## src/rtl/irq_controller_if.sv

```systemverilog
// Bus bundle for irq_controller.
// Carries the interrupt lines, the config register port, the core-side
// handshake (ack/ret/irq/cause) and the source-side completion pulse.
//   master : the surrounding system (sources, config master, core)
//   slave  : the interrupt controller
interface irq_controller_if;
  logic [15:0] irq_i;
  logic        cfg_we_i;
  logic [1:0]  cfg_addr_i;
  logic [15:0] cfg_wdata_i;
  logic [15:0] cfg_rdata_o;
  logic        irq_ack_i;
  logic        irq_ret_i;
  logic        irq_o;
  logic [31:0] irq_cause_o;
  logic [15:0] irq_ret_o;
  logic        busy_o;

  modport master (
    output irq_i, cfg_we_i, cfg_addr_i, cfg_wdata_i, irq_ack_i, irq_ret_i,
    input  cfg_rdata_o, irq_o, irq_cause_o, irq_ret_o, busy_o
  );

  modport slave (
    input  irq_i, cfg_we_i, cfg_addr_i, cfg_wdata_i, irq_ack_i, irq_ret_i,
    output cfg_rdata_o, irq_o, irq_cause_o, irq_ret_o, busy_o
  );
endinterface

```

## src/rtl/irq_controller.sv

```systemverilog
// irq_controller: 16-line fixed-priority, non-nesting interrupt controller.
// Ports:
//   clk_i  : clock, all state on rising edge
//   rst_i  : synchronous active-high reset
//   bus    : irq_controller_if.slave
//            irq_i        raw lines, bit 0 highest priority
//            cfg_*        register port (0 MASK, 1 EDGE, 2 PEND W1C, 3 ACTIVE ro)
//            irq_ack_i    core took the trap
//            irq_ret_i    core executed interrupt return
//            irq_o        request to core (registered)
//            irq_cause_o  {12'h800, ACTIVE, 4'h0} in REQ/SERVICE (registered)
//            irq_ret_o    one-hot completion pulse in DONE (registered)
//            busy_o       high outside IDLE (registered)
module irq_controller (
  input  logic           clk_i,
  input  logic           rst_i,
  irq_controller_if.slave bus
);

  typedef enum logic [1:0] {IDLE, REQ, SERVICE, DONE} state_t;

  state_t      state;
  logic [15:0] mask, edge_cfg, latch, prev, active;
  logic        irq_q, busy_q;
  logic [31:0] cause_q;
  logic [15:0] ret_q;

  logic [15:0] pending, eligible, sel, latch_set, latch_clr;

  assign pending   = (edge_cfg & latch) | (~edge_cfg & bus.irq_i);
  assign eligible  = pending & mask;
  // Isolate lowest set bit: lowest index wins.
  assign sel       = eligible & (~eligible + 16'd1);
  assign latch_set = bus.irq_i & ~prev & edge_cfg;

  always_comb begin
    latch_clr = '0;
    if (bus.cfg_we_i && bus.cfg_addr_i == 2'd2) latch_clr = latch_clr | bus.cfg_wdata_i;
    if (state == DONE)                          latch_clr = latch_clr | active;
  end

  always_comb begin
    bus.cfg_rdata_o = '0;
    case (bus.cfg_addr_i)
      2'd0:    bus.cfg_rdata_o = mask;
      2'd1:    bus.cfg_rdata_o = edge_cfg;
      2'd2:    bus.cfg_rdata_o = pending;
      default: bus.cfg_rdata_o = active;
    endcase
  end

  always_ff @(posedge clk_i) begin
    if (rst_i) begin
      state    <= IDLE;
      mask     <= '0;
      edge_cfg <= '0;
      latch    <= '0;
      prev     <= '0;
      active   <= '0;
      irq_q    <= 1'b0;
      busy_q   <= 1'b0;
      cause_q  <= '0;
      ret_q    <= '0;
    end else begin
      prev  <= bus.irq_i;
      // A new edge beats any same-cycle clear.
      latch <= (latch & ~latch_clr) | latch_set;

      if (bus.cfg_we_i) begin
        case (bus.cfg_addr_i)
          2'd0:    mask     <= bus.cfg_wdata_i;
          2'd1:    edge_cfg <= bus.cfg_wdata_i;
          default: ;
        endcase
      end

      unique case (state)
        IDLE: begin
          if (|eligible) begin
            state   <= REQ;
            active  <= sel;
            irq_q   <= 1'b1;
            busy_q  <= 1'b1;
            cause_q <= {12'h800, sel, 4'h0};
          end
        end
        REQ: begin
          if (bus.irq_ack_i) begin
            state <= SERVICE;
            irq_q <= 1'b0;
          end else if (!(|(eligible & active))) begin
            // Request withdrawn before the core took it.
            state   <= IDLE;
            active  <= '0;
            irq_q   <= 1'b0;
            busy_q  <= 1'b0;
            cause_q <= '0;
          end
        end
        SERVICE: begin
          // Committed: only the return moves us on.
          if (bus.irq_ret_i) begin
            state   <= DONE;
            ret_q   <= active;
            cause_q <= '0;
          end
        end
        DONE: begin
          state  <= IDLE;
          active <= '0;
          ret_q  <= '0;
          busy_q <= 1'b0;
        end
      endcase
    end
  end

  assign bus.irq_o       = irq_q;
  assign bus.irq_cause_o = cause_q;
  assign bus.irq_ret_o   = ret_q;
  assign bus.busy_o      = busy_q;

endmodule

```

## src/flat_wrapper.sv

```systemverilog
// flat-port wrapper written by rule: the top's interface ports become plain ports
module irq_controller_flat 
  (clk_i, rst_i, bus_irq_i, bus_cfg_we_i, bus_cfg_addr_i, bus_cfg_wdata_i, bus_irq_ack_i, bus_irq_ret_i, bus_cfg_rdata_o, bus_irq_o, bus_irq_cause_o, bus_irq_ret_o, bus_busy_o);
  irq_controller_if bus_i ();
  input  logic clk_i;
  input  logic rst_i;
  input wire logic [$bits(bus_i.irq_i)-1:0] bus_irq_i;
  input wire logic [$bits(bus_i.cfg_we_i)-1:0] bus_cfg_we_i;
  input wire logic [$bits(bus_i.cfg_addr_i)-1:0] bus_cfg_addr_i;
  input wire logic [$bits(bus_i.cfg_wdata_i)-1:0] bus_cfg_wdata_i;
  input wire logic [$bits(bus_i.irq_ack_i)-1:0] bus_irq_ack_i;
  input wire logic [$bits(bus_i.irq_ret_i)-1:0] bus_irq_ret_i;
  output wire logic [$bits(bus_i.cfg_rdata_o)-1:0] bus_cfg_rdata_o;
  output wire logic [$bits(bus_i.irq_o)-1:0] bus_irq_o;
  output wire logic [$bits(bus_i.irq_cause_o)-1:0] bus_irq_cause_o;
  output wire logic [$bits(bus_i.irq_ret_o)-1:0] bus_irq_ret_o;
  output wire logic [$bits(bus_i.busy_o)-1:0] bus_busy_o;
  assign bus_i.irq_i = bus_irq_i;
  assign bus_i.cfg_we_i = bus_cfg_we_i;
  assign bus_i.cfg_addr_i = bus_cfg_addr_i;
  assign bus_i.cfg_wdata_i = bus_cfg_wdata_i;
  assign bus_i.irq_ack_i = bus_irq_ack_i;
  assign bus_i.irq_ret_i = bus_irq_ret_i;
  assign bus_cfg_rdata_o = bus_i.cfg_rdata_o;
  assign bus_irq_o = bus_i.irq_o;
  assign bus_irq_cause_o = bus_i.irq_cause_o;
  assign bus_irq_ret_o = bus_i.irq_ret_o;
  assign bus_busy_o = bus_i.busy_o;
  irq_controller u_core (.clk_i(clk_i), .rst_i(rst_i), .bus(bus_i));
endmodule
```

## config.mk

```make
export PLATFORM = sky130hd
export DESIGN_NAME = irq_controller_flat
export DESIGN_NICKNAME = d
export VERILOG_FILES = /design/src/rtl/irq_controller_if.sv /design/src/rtl/irq_controller.sv /design/src/flat_wrapper.sv
export SDC_FILE = /design/constraint.sdc
export NUM_CORES = 1
export LEC_CHECK = 0
export ABC_CLOCK_PERIOD_IN_PS = 4000
export BUFFER_PORTS_ARGS = -buffer_cell sky130_fd_sc_hd__buf_2
export CORE_AREA = 2 2 104 96
export CTS_BUF_LIST = sky130_fd_sc_hd__clkbuf_8 sky130_fd_sc_hd__clkbuf_16
export DETAILED_ROUTE_END_ITERATION = 7
export DIE_AREA = 0 0 106 98
export GPL_ROUTABILITY_DRIVEN = 0
export HOLD_SLACK_MARGIN = 0.15
export PLACE_DENSITY = 0.87
export SETUP_SLACK_MARGIN = 0.1
export SYNTH_ARGS = -nofsm -noshare
export SYNTH_HDL_FRONTEND = slang
export SYNTH_SLANG_ARGS = --single-unit
export TNS_END_PERCENT = 50
```

## constraint.sdc

```tcl
create_clock -name clk_i -period 4 [get_ports clk_i]
set_input_delay 0.8 -clock clk_i [delete_from_list [all_inputs] [get_ports clk_i]]
set_output_delay 0.8 -clock clk_i [all_outputs]
set_load 0.1 [all_outputs]
```

==> flow_metrics.tcl, run 1 <==
set metrics [dict create \
    status "finished clean" \
    grt_start_max_net_pins 42 \
    period_minus_slack_ns 3.074 \
    core-area_sq_um 9402 \
    antenna_left 0 \
    syn_avg_cell_area_sq_um 9.419 \
    end_kind "output port" \
    yosysTopAreaCellShare 0.4317 \
    die_area_sq_um 10390 \
    p_leak_nw 2.866 \
    slew_violations 0 \
    maxSlewHeadroom 0.2575 \
    die_h_um 98 \
    synthToLayoutAreaGrowth_pct 19.05 \
    crit_fanout 20 \
    cts_buffer_depth 2 \
    clkLatencyLatePin_ns 0.53 \
    dp.cells 763 \
    num_rows 34 \
    port_buffers 89 \
    yosys_warnings 0 \
    rsz0062_at_grt "false" \
    diodes 0 \
    grt.overflow.total 0 \
    synth-compound-area-share 0.1511 \
    startpoint "bus_cfg_addr_i[0]" \
    cts_tree "built" \
    maxCapViolCount 0 \
    fin_crit_sh 0.7685 \
    yosys.cell_types.count 61 \
    synthCells 576 \
    r2r-start "u_core.edge_cfg[0]$_SDFFE_PP0P_" \
    timing.rr.end "u_core.bus.irq_cause_o[6]$_SDFFE_PP0P_" \
    post_synth_and_or_nand_nor_area_fraction 0.2260 \
    route.vias.total 4860 \
    cts_buffers 17 \
    clk_pin_slew_ns 0.05 \
    dieWidth_um 106 \
    seq_area_frac_synth 0.4317 \
    synth.cell_area_sq_um 5425 \
    critPathCapture "bus_cfg_rdata_o[2]" \
    synth_xor_area_frac 0 \
    wl_um 14970 \
    pre_cts_ws_ns 0.8052 \
    finalHoldViolCount 0 \
    cts_max_level 4 \
    finalSetupViolCount 0 \
    irDropWorstVdd_mv 0.3612 \
    synth_largest_area_cell "dfxtp_1" \
    via_per_inst 6.113 \
    cts_sinks 117 \
    final_nets 700 \
    fmax_mhz 325.3 \
    skew_ns 0.008069 \
    required_ns 3.20 \
    antenna_found_initial 0 \
    ios 105 \
    drt_iter0_drc 465 \
    cts_resized 0 \
    drc 0 \
    start_util 0.5771 \
    dp_hpwl_um 10350 \
    synth_mux_area_frac 0.1271 \
    start_kind "primary input" \
    track_usage 0.3002 \
    hold_path_class "register to register" \
    synth_seq_cells 117 \
    grt_pass1_vias 4812 \
    ff2ff_setup_slack_ns 1.25 \
    setup_ws_ns 0.9261 \
    fin_cells 795 \
    routedWlPerCell_um 18.83 \
    root_buffer "clkbuf_8" \
    grt_pass1_wl_um 24230 \
    finalSetupTns_ns 0 \
    synth_edf_count 0 \
    worst_pin_slew_ns 1.109 \
    synth_fa_ha_area_frac 0.01153 \
    r2r_cells 6 \
    cts_hold_buffers 0 \
    cp.arrival_ns 2.27 \
    postCtsSetupBuffers 0 \
    synth_top_family_by_area "simple AND/OR/NAND/NOR gates" \
    first_pass_iters 5 \
    ys_top_cells_by_area "dfxtp_1, nand2_1, mux4_2" \
    drive_above_1_share 0.2706 \
    p_per_area_nw_per_um2 526.2 \
    critical_path_class "primary input to output port" \
    synth_flop_cell "dfxtp_1" \
    async_flop_share 0 \
]
-- stage by stage --
stage | cell area (sq um) | power (mW) | hold slack (ns) | util
4_1_cts | 6459 | 3.392 | 0.4689 | 0.6870
6_report | 6459 | 3.399 | 0.4682 | 0.6870
5_1_grt | 6459 | 3.494 | 0.4839 | 0.6870
2_1_floorplan | 5478 | 1.770 | 0.4466 | -
3_3_place_gp | 5861 | 1.849 | 0.4528 | 0.6234
3_5_place_dp | 5861 | 1.863 | 0.4608 | 0.6234
-- layout make-up --
class                   instances  area [sq um]
clock buffers                  18         427.9
multi-input cells             420          2859
well taps                     126         157.7
fillers                       719          2943
repair buffers                 93         475.5
inverters                       7         26.28
clock inverters                14         170.2
flip-flops and latches        117          2342
-- worst min-delay path by stage --
stage	from	to	slack [ns]	cells after the start
after floorplan	u_core.mask[8]$_SDFFE_PP0P_	u_core.mask[8]$_SDFFE_PP0P_	0.45	2
after global placement	u_core.bus.irq_cause_o[4]$_SDFFE_PP0P_	u_core.bus.irq_cause_o[4]$_SDFFE_PP0P_	0.45	2
after detailed placement	u_core.bus.irq_cause_o[7]$_SDFFE_PP0P_	u_core.bus.irq_cause_o[7]$_SDFFE_PP0P_	0.46	2
after CTS	u_core.bus.irq_cause_o[31]$_SDFFE_PP0P_	u_core.bus.irq_cause_o[31]$_SDFFE_PP0P_	0.47	2
after global routing	u_core.bus.irq_cause_o[16]$_SDFFE_PP0P_	u_core.bus.irq_cause_o[16]$_SDFFE_PP0P_	0.48	2
final	u_core.bus.irq_cause_o[4]$_SDFFE_PP0P_	u_core.bus.irq_cause_o[4]$_SDFFE_PP0P_	0.47	2
-- placed cells by master, fill, tap and decap left out, types with 4 or more instances in the layout --
cell / netlist / routed
nor3_1: 9 / 9
nand2_1: 124 / 124
mux2_2: 19 / 19
clkbuf_16: 0 / 16
a22o_2: 6 / 6
a41o_1: 16 / 16
a21o_1: 4 / 4
mux4_2: 15 / 15
nor2b_1: 23 / 23
and3b_1: 17 / 17
ha_1: 5 / 5
mux2i_1: 7 / 7
dfxtp_1: 117 / 117
inv_1: 6 / 11
buf_4: 15 / 4
a21oi_1: 36 / 36
nand3_1: 22 / 22
nand4_1: 4 / 4
nor2_1: 25 / 25
a22oi_1: 20 / 20
conb_1: 1 / 15
buf_2: 0 / 89
bufinv_16: 0 / 4
-- worst max-delay path: stages --
cell,delay (ns)
buf_2,0.51
mux4_1,0.65
buf_2,0.31
-- synth_stat cells (all sizes together), types with 3 or more instances --
| cell type | n |
|---|---|
| buf | 22 |
| clkbuf | 24 |
| and4 | 4 |
| a21oi | 37 |
| a41o | 16 |
| mux2i | 7 |
| a22oi | 20 |
| a22o | 7 |
| mux4 | 16 |
| inv | 6 |
| nand4 | 6 |
| nand2 | 125 |
| nor2 | 26 |
| nor3 | 9 |
| and3 | 3 |
| mux2 | 22 |
| ha | 5 |
| a31o | 4 |
| a21o | 4 |
| and3b | 19 |
| o2bb2ai | 5 |
| nand3 | 22 |
| nor2b | 23 |
| dfxtp | 117 |
-- metal layers --
layer | part of all wire | vias to the layer above | GRT usage
li1 | - | 2210 | -
met4 | 0.029 | 0 | 0.1437
met3 | 0.092 | 48 | 0.07543
met5 | 0 | - | 0
met1 | 0.40 | 2308 | 0.3749
met2 | 0.48 | 294 | 0.4883
-- flip-flops by register name (all words and copies together) (netlist names), named ones only --
signal / cells
u_core.active: 16
u_core.bus.busy_o: 1
u_core.bus.irq_cause_o: 17
u_core.bus.irq_o: 1
u_core.bus.irq_ret_o: 16
u_core.edge_cfg: 16
u_core.latch: 16
u_core.mask: 16
u_core.prev: 16
u_core.state: 1
-- logic make-up (layout without fill, tap and decap cells) --
group / Yosys count / count (layout)
fa+ha+maj: 5 / 5
other cells: 1 / 15
simple gates: 248 / 248
mux: 45 / 45
compound gates: 107 / 107
buf+inv: 53 / 132
flops: 117 / 117
-- where the power goes --
part	total, mW	switching (mW)	internal (mW)	leakage [nW]
logic	0.614	0.463	0.151	1.61
clock network	1.54	0.532	1.01	0.311
registers	1.24	0.0330	1.21	0.951
total	3.40	1.03	2.37	2.87
(Power assumes the default switching activity.)
==> run 2: changes to the inputs <==
--- a/config.mk
+++ b/config.mk
@@ -5,15 +5,15 @@
 export SDC_FILE = /design/constraint.sdc
 export NUM_CORES = 1
 export LEC_CHECK = 0
-export ABC_CLOCK_PERIOD_IN_PS = 4000
+export ABC_CLOCK_PERIOD_IN_PS = 3100
 export BUFFER_PORTS_ARGS = -buffer_cell sky130_fd_sc_hd__buf_2
-export CORE_AREA = 2 2 104 96
+export CORE_AREA = 2 2 108 100
 export CTS_BUF_LIST = sky130_fd_sc_hd__clkbuf_8 sky130_fd_sc_hd__clkbuf_16
 export DETAILED_ROUTE_END_ITERATION = 7
-export DIE_AREA = 0 0 106 98
+export DIE_AREA = 0 0 110 102
 export GPL_ROUTABILITY_DRIVEN = 0
 export HOLD_SLACK_MARGIN = 0.15
-export PLACE_DENSITY = 0.87
+export PLACE_DENSITY = 0.81
 export SETUP_SLACK_MARGIN = 0.1
 export SYNTH_ARGS = -nofsm -noshare
 export SYNTH_HDL_FRONTEND = slang
==> constraint.sdc (replaced) <==
create_clock -name clk_i -period 3.1 [get_ports clk_i]
set_input_delay 0.62 -clock clk_i [delete_from_list [all_inputs] [get_ports clk_i]]
set_output_delay 0.62 -clock clk_i [all_outputs]
set_load 0.1 [all_outputs]
==> run 2 against run 1 <==
Final cell count increased by 0.75%; sequential share of layout area decreased by 0.19 points; flip-flop and latch count unchanged; combinational power increased by 31%; total power increased by 27%; cell area increased by 0.52%; largest cell class unchanged.
==> flow_metrics.tcl, run 2 (synthesis gave the netlist of run 1 again) <==
set metrics [dict create \
    crit_fanout 4 \
    hold_path_end "u_core.mask[10]$_SDFFE_PP0P_" \
    drive_above_1_share 0.2783 \
    ios 105 \
    root_buffer "clkbuf_8" \
    die_area_sq_um 11220 \
    finalSetupTns_ns 0 \
    grt_pass1_vias 4534 \
    skew_ns 0.006681 \
    seqPwrFrac 0.370 \
    p_total_mw 4.328 \
    final_nets 706 \
    wl_um 14660 \
    r2r_cells 7 \
    finalSetupViolCount 0 \
    clk_pin_slew_ns 0.05 \
    grt_start_max_net_pins 33 \
    cts_buffers 17 \
    status "finished clean" \
    end_kind "output port" \
    timing.rr.end "u_core.active[15]$_SDFFE_PP0P_" \
    cts_buffer_depth 2 \
    pwr-share-clk 0.444 \
    via_per_inst 5.949 \
    routedWlPerCell_um 18.30 \
    crit_path_top_delay_cell "mux4_2" \
    fmax_mhz 365.2 \
    core-area_sq_um 10030 \
    cp.arrival_ns 2.12 \
    timing.critical_path.buf_inv 1 \
    cts_hold_buffers 0 \
    finalHoldViolCount 0 \
    fin_crit_sh 0.8832 \
    antenna_found_initial 0 \
    maxSlewHeadroom 0.3314 \
    whs_ns 0.3631 \
    r2r-start "u_core.edge_cfg[5]$_SDFFE_PP0P_" \
    cts_tree "built" \
    worst_pin_slew_ns 1.003 \
    antenna_left 0 \
    start_util 0.5410 \
    clkLatencyLatePin_ns 0.53 \
    cts_sinks 117 \
    track_usage 0.2710 \
    p_sw_mw 1.292 \
    cpLargestDelayFamily "multiplexers" \
    final_cell_mix "nand2_1, dfxtp_1, buf_2, a21oi_1, nor2_1" \
    start_kind "register" \
    drc 0 \
    route.vias.total 4765 \
    p_int_mw 3.037 \
    path_depth 3 \
    switching_share 0.2984 \
    ff2ff_setup_slack_ns 0.54 \
    min_path_cells 3 \
    maxCapViolCount 0 \
    critical_path_class "register to output port" \
    p_comb_frac 0.186 \
    period_minus_slack_ns 2.738 \
    drt_iter0_drc 338 \
    cts_resized 0 \
    dp_hpwl_um 10180 \
    largest_reg_flops 17 \
    synthToLayoutAreaGrowth_pct 19.67 \
    port_buffers 89 \
    final_common_cell "nand2_1" \
    hold_path_class "primary input to register" \
    p_leak_nw 2.881 \
    grt_pass1_wl_um 22750 \
    rsz0062_at_grt "false" \
    postCtsSetupBuffers 0 \
    slew_violations 0 \
    p_per_area_nw_per_um2 666.7 \
    dieWidth_um 110 \
    critPathMaxStageDelay_ns 0.48 \
    grt.overflow.total 0 \
    diodes 0 \
    required_ns 2.48 \
    irDropWorstVdd_mv 0.5531 \
    worstHoldStart "bus_cfg_wdata_i[10]" \
    num_rows 35 \
    first_pass_iters 7 \
    die_h_um 102 \
    cts_max_level 4 \
    crit_chain "mux2_2, mux4_2, buf_2" \
]
run 2: cell types whose count changed in the layout (fill, tap and decap cells not counted), sizes merged:
cell	before	now
buf	93	99
clkinv	5	2
clkinvlp	1	0
bufinv	4	2
inv	11	8
clkbuf	18	24
run 2: per-stage QoR:
stage,utilization,area [sq um],setup slack [ns],instances
floorplan,-,5479,0.2892,590
global placement,0.5893,5909,0.3907,772
detailed placement,0.5893,5909,0.3461,772
CTS,0.6474,6492,0.3513,801
global route,0.6474,6492,0.3076,801
finish,0.6474,6492,0.3620,801
run 2: worst max-delay path by stage:
stage / start / end / slack (ns)
6_report: u_core.edge_cfg[7]$_SDFFE_PP0P_ / bus_cfg_rdata_o[7] / 0.36
5_1_grt: u_core.edge_cfg[12]$_SDFFE_PP0P_ / bus_cfg_rdata_o[12] / 0.31
4_1_cts: u_core.edge_cfg[12]$_SDFFE_PP0P_ / bus_cfg_rdata_o[12] / 0.35
3_5_place_dp: bus_irq_i[2] / u_core.bus.irq_cause_o[11]$_SDFFE_PP0P_ / 0.35
2_1_floorplan: bus_cfg_addr_i[0] / bus_cfg_rdata_o[10] / 0.29
3_3_place_gp: bus_irq_i[8] / u_core.bus.irq_cause_o[31]$_SDFFE_PP0P_ / 0.39
run 2: power groups by stage:
stage	Clock, mW	Combinational [mW]	Sequential, mW
CTS	1.94	0.798	1.60
finish	1.92	0.807	1.60
global placement	0	0.779	1.63
global route	2.00	0.849	1.61
detailed placement	0	0.792	1.63
floorplan	0	0.550	1.73
run 2: cell type report:
| class | instances | area, sq um |
|---|---|---|
| Multi-Input combinational cell | 420 | 2859 |
| Clock inverter | 5 | 72.57 |
| Fill cell | 831 | 3536 |
| Sequential cell | 117 | 2342 |
| Tap cell | 129 | 161.4 |
| Clock buffer | 24 | 510.5 |
| Inverter | 7 | 26.28 |
| Timing Repair Buffer | 99 | 520.5 |
run 2: per-layer routing:
| metal | vias to the layer above | share of wire | global-route usage |
|---|---|---|---|
| met2 | 240 | 0.48 | 0.4379 |
| met3 | 27 | 0.087 | 0.08418 |
| met1 | 2282 | 0.41 | 0.3355 |
| met5 | - | 0 | 0 |
| met4 | 0 | 0.021 | 0.1149 |
| li1 | 2216 | - | - |
run 2: tightest hold or removal path, cell delays in order:
cell and delay [ns]:
buf_2 0.12, nand2_1 0.05, a21oi_1 0.05
